## src/rtl/left_iter_if.sv

```systemverilog
// ---------------------------------------------------------------------------
// left_iter_if
//   Request/result bundle of the multi-cycle left shifter/rotator.
//
//   Start  : request, accepted when Ready is high at a rising edge
//   In     : operand, sampled on accept
//   ShAmt  : shift amount 0..2^SHW-1, sampled on accept
//   Rot    : 0 = shift left logical (zero fill), 1 = rotate left
//   Ready  : high only while the shifter is idle
//   Done   : one-cycle pulse when Out/Cout hold a new result
//   Out    : result register, held until the next accept
//   Cout   : last bit moved out of the top position (0 for ShAmt = 0)
//
//   master : the requester (drives Start/In/ShAmt/Rot)
//   slave  : the shifter   (drives Ready/Done/Out/Cout)
// ---------------------------------------------------------------------------
interface left_iter_if #(
    parameter int WIDTH = 16,
    parameter int SHW   = 4
);
    logic             Start;
    logic [WIDTH-1:0] In;
    logic [SHW-1:0]   ShAmt;
    logic             Rot;
    logic             Ready;
    logic             Done;
    logic [WIDTH-1:0] Out;
    logic             Cout;

    modport master (
        output Start, In, ShAmt, Rot,
        input  Ready, Done, Out, Cout
    );

    modport slave (
        input  Start, In, ShAmt, Rot,
        output Ready, Done, Out, Cout
    );
endinterface

```

## src/rtl/left_iter.sv

```systemverilog
// ---------------------------------------------------------------------------
// left_iter
//   Multi-cycle left shifter/rotator for the ALU shift path. One bit position
//   is moved per clock (two with LEFT_ITER_RADIX4_EN), avoiding a full
//   combinational left barrel shifter in the execute stage.
//
//   Ports:
//     clk  : clock, all state updates on the rising edge
//     rst  : synchronous, active-high reset
//     bus  : left_iter_if.slave (Start/In/ShAmt/Rot in, Ready/Done/Out/Cout out)
//
//   Build option:
//     LEFT_ITER_RADIX4_EN : when defined, each busy step moves two positions
//                           while at least two remain. Out and Cout are the
//                           same as in the default build; only latency drops.
//
//   States: IDLE (Ready=1) -> BUSY (shifting) -> DONE (Done=1) -> IDLE.
//   Ready and Done are decoded from the state register only, and Out/Cout
//   are registers, so no input reaches an output combinationally.
// ---------------------------------------------------------------------------
module left_iter #(
    parameter int WIDTH = 16,
    parameter int SHW   = 4
) (
    input  logic        clk,
    input  logic        rst,
    left_iter_if.slave  bus
);

    typedef enum logic [1:0] {
        ST_IDLE = 2'b00,
        ST_BUSY = 2'b01,
        ST_DONE = 2'b10
    } state_t;

    localparam logic [SHW-1:0] CNT_ZERO = {SHW{1'b0}};
    localparam logic [SHW-1:0] CNT_ONE  = {{(SHW-1){1'b0}}, 1'b1};
`ifdef LEFT_ITER_RADIX4_EN
    localparam logic [SHW-1:0] CNT_TWO  = {{(SHW-2){1'b0}}, 2'b10};
`endif

    state_t           state_r;
    state_t           state_nxt_s;

    logic [WIDTH-1:0] work_r;
    logic [SHW-1:0]   cnt_r;
    logic             mode_r;
    logic             cout_r;

    logic [WIDTH-1:0] step_work_s;
    logic [SHW-1:0]   step_cnt_s;
    logic             step_cout_s;

    logic             ready_s;
    logic             done_s;

    // One-position left move; the vacated LSB takes the old MSB on rotate.
    function automatic logic [WIDTH-1:0] shl1(input logic [WIDTH-1:0] w,
                                              input logic             rot);
        logic fill;
        fill = rot ? w[WIDTH-1] : 1'b0;
        return {w[WIDTH-2:0], fill};
    endfunction

`ifdef LEFT_ITER_RADIX4_EN
    // Two-position left move; on rotate the two top bits wrap in order.
    function automatic logic [WIDTH-1:0] shl2(input logic [WIDTH-1:0] w,
                                              input logic             rot);
        logic [1:0] fill;
        fill = rot ? w[WIDTH-1:WIDTH-2] : 2'b00;
        return {w[WIDTH-3:0], fill};
    endfunction
`endif

    // Next working value, carry and remaining count for one busy step.
    always_comb begin
        step_work_s = work_r;
        step_cnt_s  = cnt_r;
        step_cout_s = cout_r;
`ifdef LEFT_ITER_RADIX4_EN
        if (cnt_r >= CNT_TWO) begin
            // The bit that leaves last in a two-position move is the one
            // just below the MSB, so it becomes the carry.
            step_work_s = shl2(work_r, mode_r);
            step_cout_s = work_r[WIDTH-2];
            step_cnt_s  = cnt_r - CNT_TWO;
        end else begin
            step_work_s = shl1(work_r, mode_r);
            step_cout_s = work_r[WIDTH-1];
            step_cnt_s  = cnt_r - CNT_ONE;
        end
`else
        step_work_s = shl1(work_r, mode_r);
        step_cout_s = work_r[WIDTH-1];
        step_cnt_s  = cnt_r - CNT_ONE;
`endif
    end

    // State register.
    always_ff @(posedge clk) begin
        if (rst) begin
            state_r <= ST_IDLE;
        end else begin
            state_r <= state_nxt_s;
        end
    end

    // Next-state decode.
    always_comb begin
        state_nxt_s = state_r;
        case (state_r)
            ST_IDLE: begin
                if (bus.Start) begin
                    // A zero amount needs no shift step at all.
                    if (bus.ShAmt == CNT_ZERO) begin
                        state_nxt_s = ST_DONE;
                    end else begin
                        state_nxt_s = ST_BUSY;
                    end
                end else begin
                    state_nxt_s = ST_IDLE;
                end
            end
            ST_BUSY: begin
                if (step_cnt_s == CNT_ZERO) begin
                    state_nxt_s = ST_DONE;
                end else begin
                    state_nxt_s = ST_BUSY;
                end
            end
            ST_DONE: begin
                state_nxt_s = ST_IDLE;
            end
            default: begin
                // Unreachable encoding: recover to a safe idle state.
                state_nxt_s = ST_IDLE;
            end
        endcase
    end

    // Handshake outputs, decoded from the state register only.
    always_comb begin
        ready_s = 1'b0;
        done_s  = 1'b0;
        case (state_r)
            ST_IDLE: begin
                ready_s = 1'b1;
                done_s  = 1'b0;
            end
            ST_BUSY: begin
                ready_s = 1'b0;
                done_s  = 1'b0;
            end
            ST_DONE: begin
                ready_s = 1'b0;
                done_s  = 1'b1;
            end
            default: begin
                ready_s = 1'b0;
                done_s  = 1'b0;
            end
        endcase
    end

    // Working register, count, mode and carry: load on accept, step in BUSY,
    // hold otherwise so the result stays visible through DONE and IDLE.
    always_ff @(posedge clk) begin
        if (rst) begin
            work_r <= {WIDTH{1'b0}};
            cnt_r  <= CNT_ZERO;
            mode_r <= 1'b0;
            cout_r <= 1'b0;
        end else begin
            case (state_r)
                ST_IDLE: begin
                    if (bus.Start) begin
                        work_r <= bus.In;
                        cnt_r  <= bus.ShAmt;
                        mode_r <= bus.Rot;
                        cout_r <= 1'b0;
                    end else begin
                        work_r <= work_r;
                        cnt_r  <= cnt_r;
                        mode_r <= mode_r;
                        cout_r <= cout_r;
                    end
                end
                ST_BUSY: begin
                    work_r <= step_work_s;
                    cnt_r  <= step_cnt_s;
                    mode_r <= mode_r;
                    cout_r <= step_cout_s;
                end
                default: begin
                    work_r <= work_r;
                    cnt_r  <= cnt_r;
                    mode_r <= mode_r;
                    cout_r <= cout_r;
                end
            endcase
        end
    end

    assign bus.Ready = ready_s;
    assign bus.Done  = done_s;
    assign bus.Out   = work_r;
    assign bus.Cout  = cout_r;

endmodule

```

## src/flat_wrapper.sv

```systemverilog
// flat-port wrapper written by rule: the top's interface ports become plain ports
module left_iter_flat 
#(
    parameter int WIDTH = 16,
    parameter int SHW   = 4
)
  (clk, rst, bus_Start, bus_In, bus_ShAmt, bus_Rot, bus_Ready, bus_Done, bus_Out, bus_Cout);
  left_iter_if #(.WIDTH(WIDTH), .SHW(SHW)) bus_i ();
  input  logic clk;
  input  logic rst;
  input wire logic [$bits(bus_i.Start)-1:0] bus_Start;
  input wire logic [$bits(bus_i.In)-1:0] bus_In;
  input wire logic [$bits(bus_i.ShAmt)-1:0] bus_ShAmt;
  input wire logic [$bits(bus_i.Rot)-1:0] bus_Rot;
  output wire logic [$bits(bus_i.Ready)-1:0] bus_Ready;
  output wire logic [$bits(bus_i.Done)-1:0] bus_Done;
  output wire logic [$bits(bus_i.Out)-1:0] bus_Out;
  output wire logic [$bits(bus_i.Cout)-1:0] bus_Cout;
  assign bus_i.Start = bus_Start;
  assign bus_i.In = bus_In;
  assign bus_i.ShAmt = bus_ShAmt;
  assign bus_i.Rot = bus_Rot;
  assign bus_Ready = bus_i.Ready;
  assign bus_Done = bus_i.Done;
  assign bus_Out = bus_i.Out;
  assign bus_Cout = bus_i.Cout;
  left_iter #(.WIDTH(WIDTH), .SHW(SHW)) u_core (.clk(clk), .rst(rst), .bus(bus_i));
endmodule
```

## config.mk

```make
export PLATFORM = sky130hd
export DESIGN_NAME = left_iter_flat
export DESIGN_NICKNAME = d
export VERILOG_FILES = /design/src/rtl/left_iter_if.sv /design/src/rtl/left_iter.sv /design/src/flat_wrapper.sv
export SDC_FILE = /design/constraint.sdc
export NUM_CORES = 1
export LEC_CHECK = 0
export CAP_MARGIN = 0
export CORE_UTILIZATION = 45
export CTS_BUF_LIST = sky130_fd_sc_hd__clkbuf_4
export CTS_CLUSTER_DIAMETER = 40
export DETAILED_ROUTE_END_ITERATION = 8
export GPL_ROUTABILITY_DRIVEN = 0
export PLACE_DENSITY = 0.81
export REMOVE_ABC_BUFFERS = 1
export SLEW_MARGIN = 20
export SYNTH_ARGS = -nofsm -noshare
export SYNTH_HDL_FRONTEND = slang
export SYNTH_SLANG_ARGS = --single-unit
```

## constraint.sdc

```tcl
create_clock -name clk -period 1.4 [get_ports clk]
set_input_delay 0.14 -clock clk [delete_from_list [all_inputs] [get_ports clk]]
set_output_delay 0.14 -clock clk [all_outputs]
set_load 0.005 [all_outputs]
```

==> results of run 1 <==
==> repair_timing <==
action	4_1_cts	5_1_grt
hold buffers	0	0
resized for setup	7	15
pin swaps	0	4
setup buffers	1	0
setup endpoints to repair	3	13
cloned	0	1
==> stage by stage <==
stage | setup slack (ns) | cell area [sq um] | hold WS [ns] | setup TNS [ns] | power [mW]
after floorplan | -0.377 | 1110 | 0.209 | -5.41 | 1.75
after global placement | -0.0214 | 1690 | 0.469 | -0.125 | 2.51
after detailed placement | -0.0811 | 1690 | 0.484 | -0.615 | 2.55
after CTS | 0.00303 | 1730 | 0.376 | 0 | 2.92
after global routing | -0.0115 | 1790 | 0.368 | -0.0380 | 3.24
final | 0.0275 | 1790 | 0.385 | 0 | 3.03
==> layer usage <==
metal | routed length [microns] | up-vias | share of wire [%]
met4 | 21 | 0 | 0.64
li1 | - | 634 | -
met2 | 1660 | 53 | 51
met1 | 1360 | 605 | 42
met5 | 0 | - | 0
met3 | 222 | 4 | 6.8
==> cells in the mapped netlist (all sizes together) <==
| library cell | n | area (sq um) |
|---|---|---|
| nand2 | 37 | 139 |
| dfxtp | 24 | 480 |
| nor2 | 24 | 92.6 |
| a311oi | 16 | 140 |
| a21oi | 8 | 40.0 |
| buf | 8 | 50.1 |
| o21ai | 6 | 30.0 |
| inv | 5 | 18.8 |
| clkbuf | 3 | 11.3 |
| nor2b | 3 | 18.8 |
| ha | 2 | 25.0 |
| nand2b | 2 | 12.5 |
| o211ai | 2 | 15.0 |
| or3 | 2 | 12.5 |
| a2111oi | 1 | 8.76 |
| a21boi | 1 | 7.51 |
| a21o | 1 | 7.51 |
| and3 | 1 | 6.26 |
| nor3 | 1 | 5.00 |
| nor3b | 1 | 7.51 |
| nor4 | 1 | 6.26 |
| nor4b | 1 | 8.76 |
| o21bai | 1 | 7.51 |
| o22ai | 1 | 6.26 |
| o41ai | 1 | 8.76 |
| or4b | 1 | 10.0 |
==> area by class of cell <==
cell class,count,area [sq um]
Clock inverter,1,3.75
Sequential cell,24,498
Inverter,5,18.8
Clock buffer,3,22.5
Timing Repair Buffer,55,562
Fill cell,212,692
Tap cell,30,37.5
Multi-Input combinational cell,114,643
==> registers in the layout, indices dropped and copies added (netlist names) <==
name / count
u_core.bus.Cout: 1
u_core.mode_r: 1
u_core.state_r: 2
u_core.cnt_r: 4
u_core.bus.Out: 16
==> critical path, stage by stage, from the launching register on <==
cell and delay, ns:
dfxtp_4 0.39, or4b_4 0.56, a21oi_2 0.13, nor3b_1 0.06, a21o_1 0.15
==> cells by family after synthesis <==
family / after synthesis / share of synthesized area (%)
simple gates: 74 / 27.1
compound gates: 38 / 23.1
flops: 24 / 40.9
buf+inv: 16 / 6.81
fa+ha+maj: 2 / 2.13
==> where the power goes <==
group	internal [mW]	switching (mW)	leakage (nW)	total, mW
Clock	0.104	0.205	0.0154	0.310
Combinational	0.873	0.731	0.495	1.60
Sequential	0.915	0.197	0.203	1.11
Total	1.89	1.13	0.713	3.03
==> how the worst max path moves through the flow <==
stage,start,to,cells after the start
6_report,u_core.cnt_r[0],u_core.cnt_r[3],4
5_1_grt,u_core.bus.Out[1],bus_Out[1],1
4_1_cts,u_core.state_r[0],u_core.cnt_r[3],5
3_5_place_dp,bus_Start,u_core.bus.Out[2],6
3_3_place_gp,bus_Start,u_core.bus.Out[3],6
2_1_floorplan,u_core.state_r[0],u_core.cnt_r[2],4
==> flow_summary.yaml, run 1 <==
run_status:
  status: "finished clean"
detailed_routing:
  drt_pass1_iterations: 4
  avgRoutedWirePerCell_microns: 14.1
  final_antenna_net_count: 0
  dr_total_vias: 1296
  route.detailed.drc: 0
  drt-initial-drc-count: 39
  drt-total-wl_microns: 3260
  via_per_inst: 5.59
global_routing:
  top_usage_layer: "met2"
  first_global_vias: 1166
  gr-usage-met2_pct: 42.8
  overflow: 0
  grt_pass1_wl_microns: 5040
  grt_util_met3_pct: 3.74
  use_met1_pct: 29.7
  grt_max_degree: 24
  track_usage_pct: 24.2
  antenna_found_initial: 0
synth:
  yosysWarnings: 0
  ys_ff_latch: 24
  synth.distinct_cells: 28
  netlist_area_sq_um: 1180
  seq_area_frac_synth_pct: 40.9
  syn-instance-count: 154
  syn_area_per_cell_sq_um: 7.64
min_path:
  min-delay-path-class: "in2reg"
  hold_depth: 3
  hp-start: "bus_In[7]"
  hold-path-endpoint: "u_core.bus.Out[7]"
layout:
  diodes: 0
  fin_nets: 229
  layout_commonest_cell: "clkdlybuf4s50_1"
  utilization_pct: 72.1
  layout_common_cells: "clkdlybuf4s50_1 (40), nand2_1 (37), nor2_1 (22)"
  area_growth_syn_to_layout_pct: 51.8
  instances_no_fill: 232
  drive_above_1_share_pct: 15.8
timing:
  skew_ns: 0.00532
  finalSetupViolCount: 0
  post-route-period-util_pct: 98.0
  hold_viol: 0
  fin_crit_ns: 1.37
  drv_slew: 0
  maxSlewHeadroom_pct: 72.1
  worst_pin_slew_ns: 0.412
  fmax_ghz: 0.729
placement:
  hpwl_microns: 2220
  numPortBuffers: 42
  dp_cells: 227
setup_path:
  cp-start-kind: "flop"
  worst_ep_arrival_time_ns: 1.60
  r2r_end: "u_core.cnt_r[3]"
  worst-setup-path-type: "reg2reg"
  r2r_slack_ns: 0.03
  reg2reg_from: "u_core.cnt_r[0]"
  critPathMaxFanout: 7
  cp-end-kind: "flop"
  worst-r2r-cell-count: 4
  required_ns: 1.62
floorplan:
  dieHeight_microns: 53.1
  core-area_sq_um: 2480
  io_pins: 43
  initial_core_util_pct: 47.5
  die_w_microns: 53.1
  rows: 18
  die_area_sq_um: 2820
cts:
  cts_root_buf: "clkbuf_4"
  cts_buffers: 3
  cts_sinks: 24
  path_clk_slew_ns: 0.13
  cts_tree: "built"
  clk_latency_ns: 0.31
  cts_max_path_buffers: 2
  htree_levels: 1
power:
  p_leak_nw: 0.713
  vdd_ir_drop_max_uv: 1160
  power.density_nw_per_um2: 1690
run:
  drv_cap: 0
Power figures use the tool's default switching activity.
==> inputs of run 2 (changes only) <==
--- a/config.mk
+++ b/config.mk
@@ -13,6 +13,7 @@
 export GPL_ROUTABILITY_DRIVEN = 0
 export PLACE_DENSITY = 0.81
 export REMOVE_ABC_BUFFERS = 1
+export SETUP_SLACK_MARGIN = 0.15
 export SLEW_MARGIN = 20
 export SYNTH_ARGS = -nofsm -noshare
 export SYNTH_HDL_FRONTEND = slang
==> run 2 against run 1 <==
Clock-buffer cell count stayed put; flip-flop and latch count unchanged; clock skew up 0.0016 ns; core utilization grew 11 points.
==> flow_summary.yaml, run 2 (same netlist as run 1, synthesis figures left out) <==
setup_path:
  required_ns: 1.63
  cp-start-kind: "flop"
  r2r_end: "u_core.cnt_r[3]"
  reg2reg_from: "u_core.state_r[0]"
  worst_ep_arrival_time_ns: 1.62
  cp-end-kind: "flop"
  critPathMaxFanout: 5
  worst-setup-path-type: "reg2reg"
  worst-r2r-cell-count: 5
  r2r_slack_ns: 0.009
detailed_routing:
  via_per_inst: 5.62
  drt_pass1_iterations: 4
  dr_total_vias: 1423
  final_antenna_net_count: 0
  drt-initial-drc-count: 29
  drt-total-wl_microns: 4120
  route.detailed.drc: 0
  avgRoutedWirePerCell_microns: 16.3
power:
  power.density_nw_per_um2: 1760
  vdd_ir_drop_max_uv: 1360
  p_leak_nw: 0.910
global_routing:
  grt_pass1_wl_microns: 5560
  grt_max_degree: 24
  overflow: 0
  track_usage_pct: 26.6
  antenna_found_initial: 0
  first_global_vias: 1266
layout:
  layout_commonest_cell: "nand2_1"
  drive_above_1_share_pct: 34.5
  diodes: 0
  fin_nets: 250
  largest_reg_flops: 16
  layout_common_cells: "nand2_1 (35), buf_4 (26), clkdlybuf4s50_1 (23)"
  area_growth_syn_to_layout_pct: 74.7
  fin_area_sq_um: 2050
cts:
  clk_latency_ns: 0.31
  htree_levels: 1
  cts_tree: "built"
  path_clk_slew_ns: 0.14
  cts_max_path_buffers: 2
  cts_buffers: 3
  cts_root_buf: "clkbuf_4"
  cts_sinks: 24
timing:
  maxSlewHeadroom_pct: 71.7
  fin_crit_ns: 1.39
  worst_pin_slew_ns: 0.421
  drv_slew: 0
  hold_viol: 0
  fmax_ghz: 0.719
  finalSetupViolCount: 0
  setup_tns_ns: 0
  skew_ns: 0.00690
  rsz0062_at_grt: "yes"
  post-route-period-util_pct: 99.4
floorplan:
  die_w_microns: 53.1
  dieHeight_microns: 53.1
  io_pins: 43
  rows: 18
  die_area_sq_um: 2820
  initial_core_util_pct: 47.5
  core-area_sq_um: 2480
placement:
  hpwl_microns: 2220
  place_area_sq_um: 1690
  numPortBuffers: 42
run:
  drv_cap: 0
run_status:
  status: "finished clean"
min_path:
  hold_depth: 3
  hold-path-endpoint: "u_core.bus.Out[7]"
  hp-start: "bus_In[7]"
  min-delay-path-class: "in2reg"
-- run 2: cell count changes in the layout (fill, tap and decap cells not counted), moves of 2 or more --
cell,before,now
buf_2,0,2
dfxtp_2,8,18
clkdlybuf4s50_1,40,23
nand2_1,37,35
inv_1,5,3
buf_4,9,26
dlygate4sd2_1,2,18
inv_4,0,2
dfxtp_1,14,3
-- run 2: worst max-delay path, cell delays in order, from the launching register on --
cell     delay (ns)
dfxtp_4        0.37
buf_6          0.11
or4b_4         0.48
a21oi_2        0.14
nor3b_1        0.06
a21o_1         0.15
-- run 2: final cells by class --
class | count | area [sq um]
timing repair buffer | 76 | 733
multi-input combinational | 114 | 719
sequential | 24 | 514
fill | 160 | 423
tap | 30 | 37.5
inverter | 5 | 23.8
clock buffer | 3 | 22.5
clock inverter | 1 | 3.75
-- run 2: what timing repair did --
item                                    CTS  global route
endpoints found under the setup margin   38            21
hold buffers                              0             0
gates resized for setup                  55            19
pin swaps                                 8            19
setup buffers                            15             3
cloned                                    2             2
-- run 2: where the power goes --
group / total, mW / internal (mW) / switching (mW)
clock: 0.318 / 0.104 / 0.214
sequential: 1.10 / 0.934 / 0.170
combinational: 2.19 / 1.20 / 1.00
total: 3.62 / 2.23 / 1.38
-- run 2: worst max path at each step --
stage	start	to	slack, ns
5_1_grt	u_core.state_r[0]	u_core.bus.Out[10]	-0.02
3_3_place_gp	bus_Start	u_core.bus.Out[3]	-0.02
2_1_floorplan	u_core.state_r[0]	u_core.cnt_r[2]	-0.38
4_1_cts	u_core.state_r[0]	u_core.cnt_r[3]	0.04
3_5_place_dp	bus_Start	u_core.bus.Out[2]	-0.08
6_report	u_core.state_r[0]	u_core.cnt_r[3]	0.009
-- run 2: metrics by stage --
stage | total power [mW] | setup slack (ns) | hold WS [ns] | cells | utilization (%)
6_report | 3.62 | 0.00869 | 0.369 | 253 | 82.9
5_1_grt | 3.82 | -0.0158 | 0.372 | 253 | 82.9
4_1_cts | 3.19 | 0.0402 | 0.369 | 248 | 76.5
3_5_place_dp | 2.55 | -0.0811 | 0.484 | 227 | 68.1
3_3_place_gp | 2.51 | -0.0214 | 0.469 | 227 | 68.1
2_1_floorplan | 1.75 | -0.377 | 0.209 | 143 | -
-- run 2: layer usage --
metal	GRT usage [%]	up-vias	part of all wire (%)
li1	-	680	-
met1	32.0	670	40
met2	47.7	63	53
met3	4.02	10	6.0
met4	8.77	0	1.6
met5	0	-	0
==> inputs of run 3 (changes only) <==
--- a/config.mk
+++ b/config.mk
@@ -5,7 +5,7 @@
 export SDC_FILE = /design/constraint.sdc
 export NUM_CORES = 1
 export LEC_CHECK = 0
-export CAP_MARGIN = 0
+export CAP_MARGIN = 20
 export CORE_UTILIZATION = 45
 export CTS_BUF_LIST = sky130_fd_sc_hd__clkbuf_4
 export CTS_CLUSTER_DIAMETER = 40
==> results of run 3 <==
The final DEF is identical to that of run 2; final timing and power are the same.
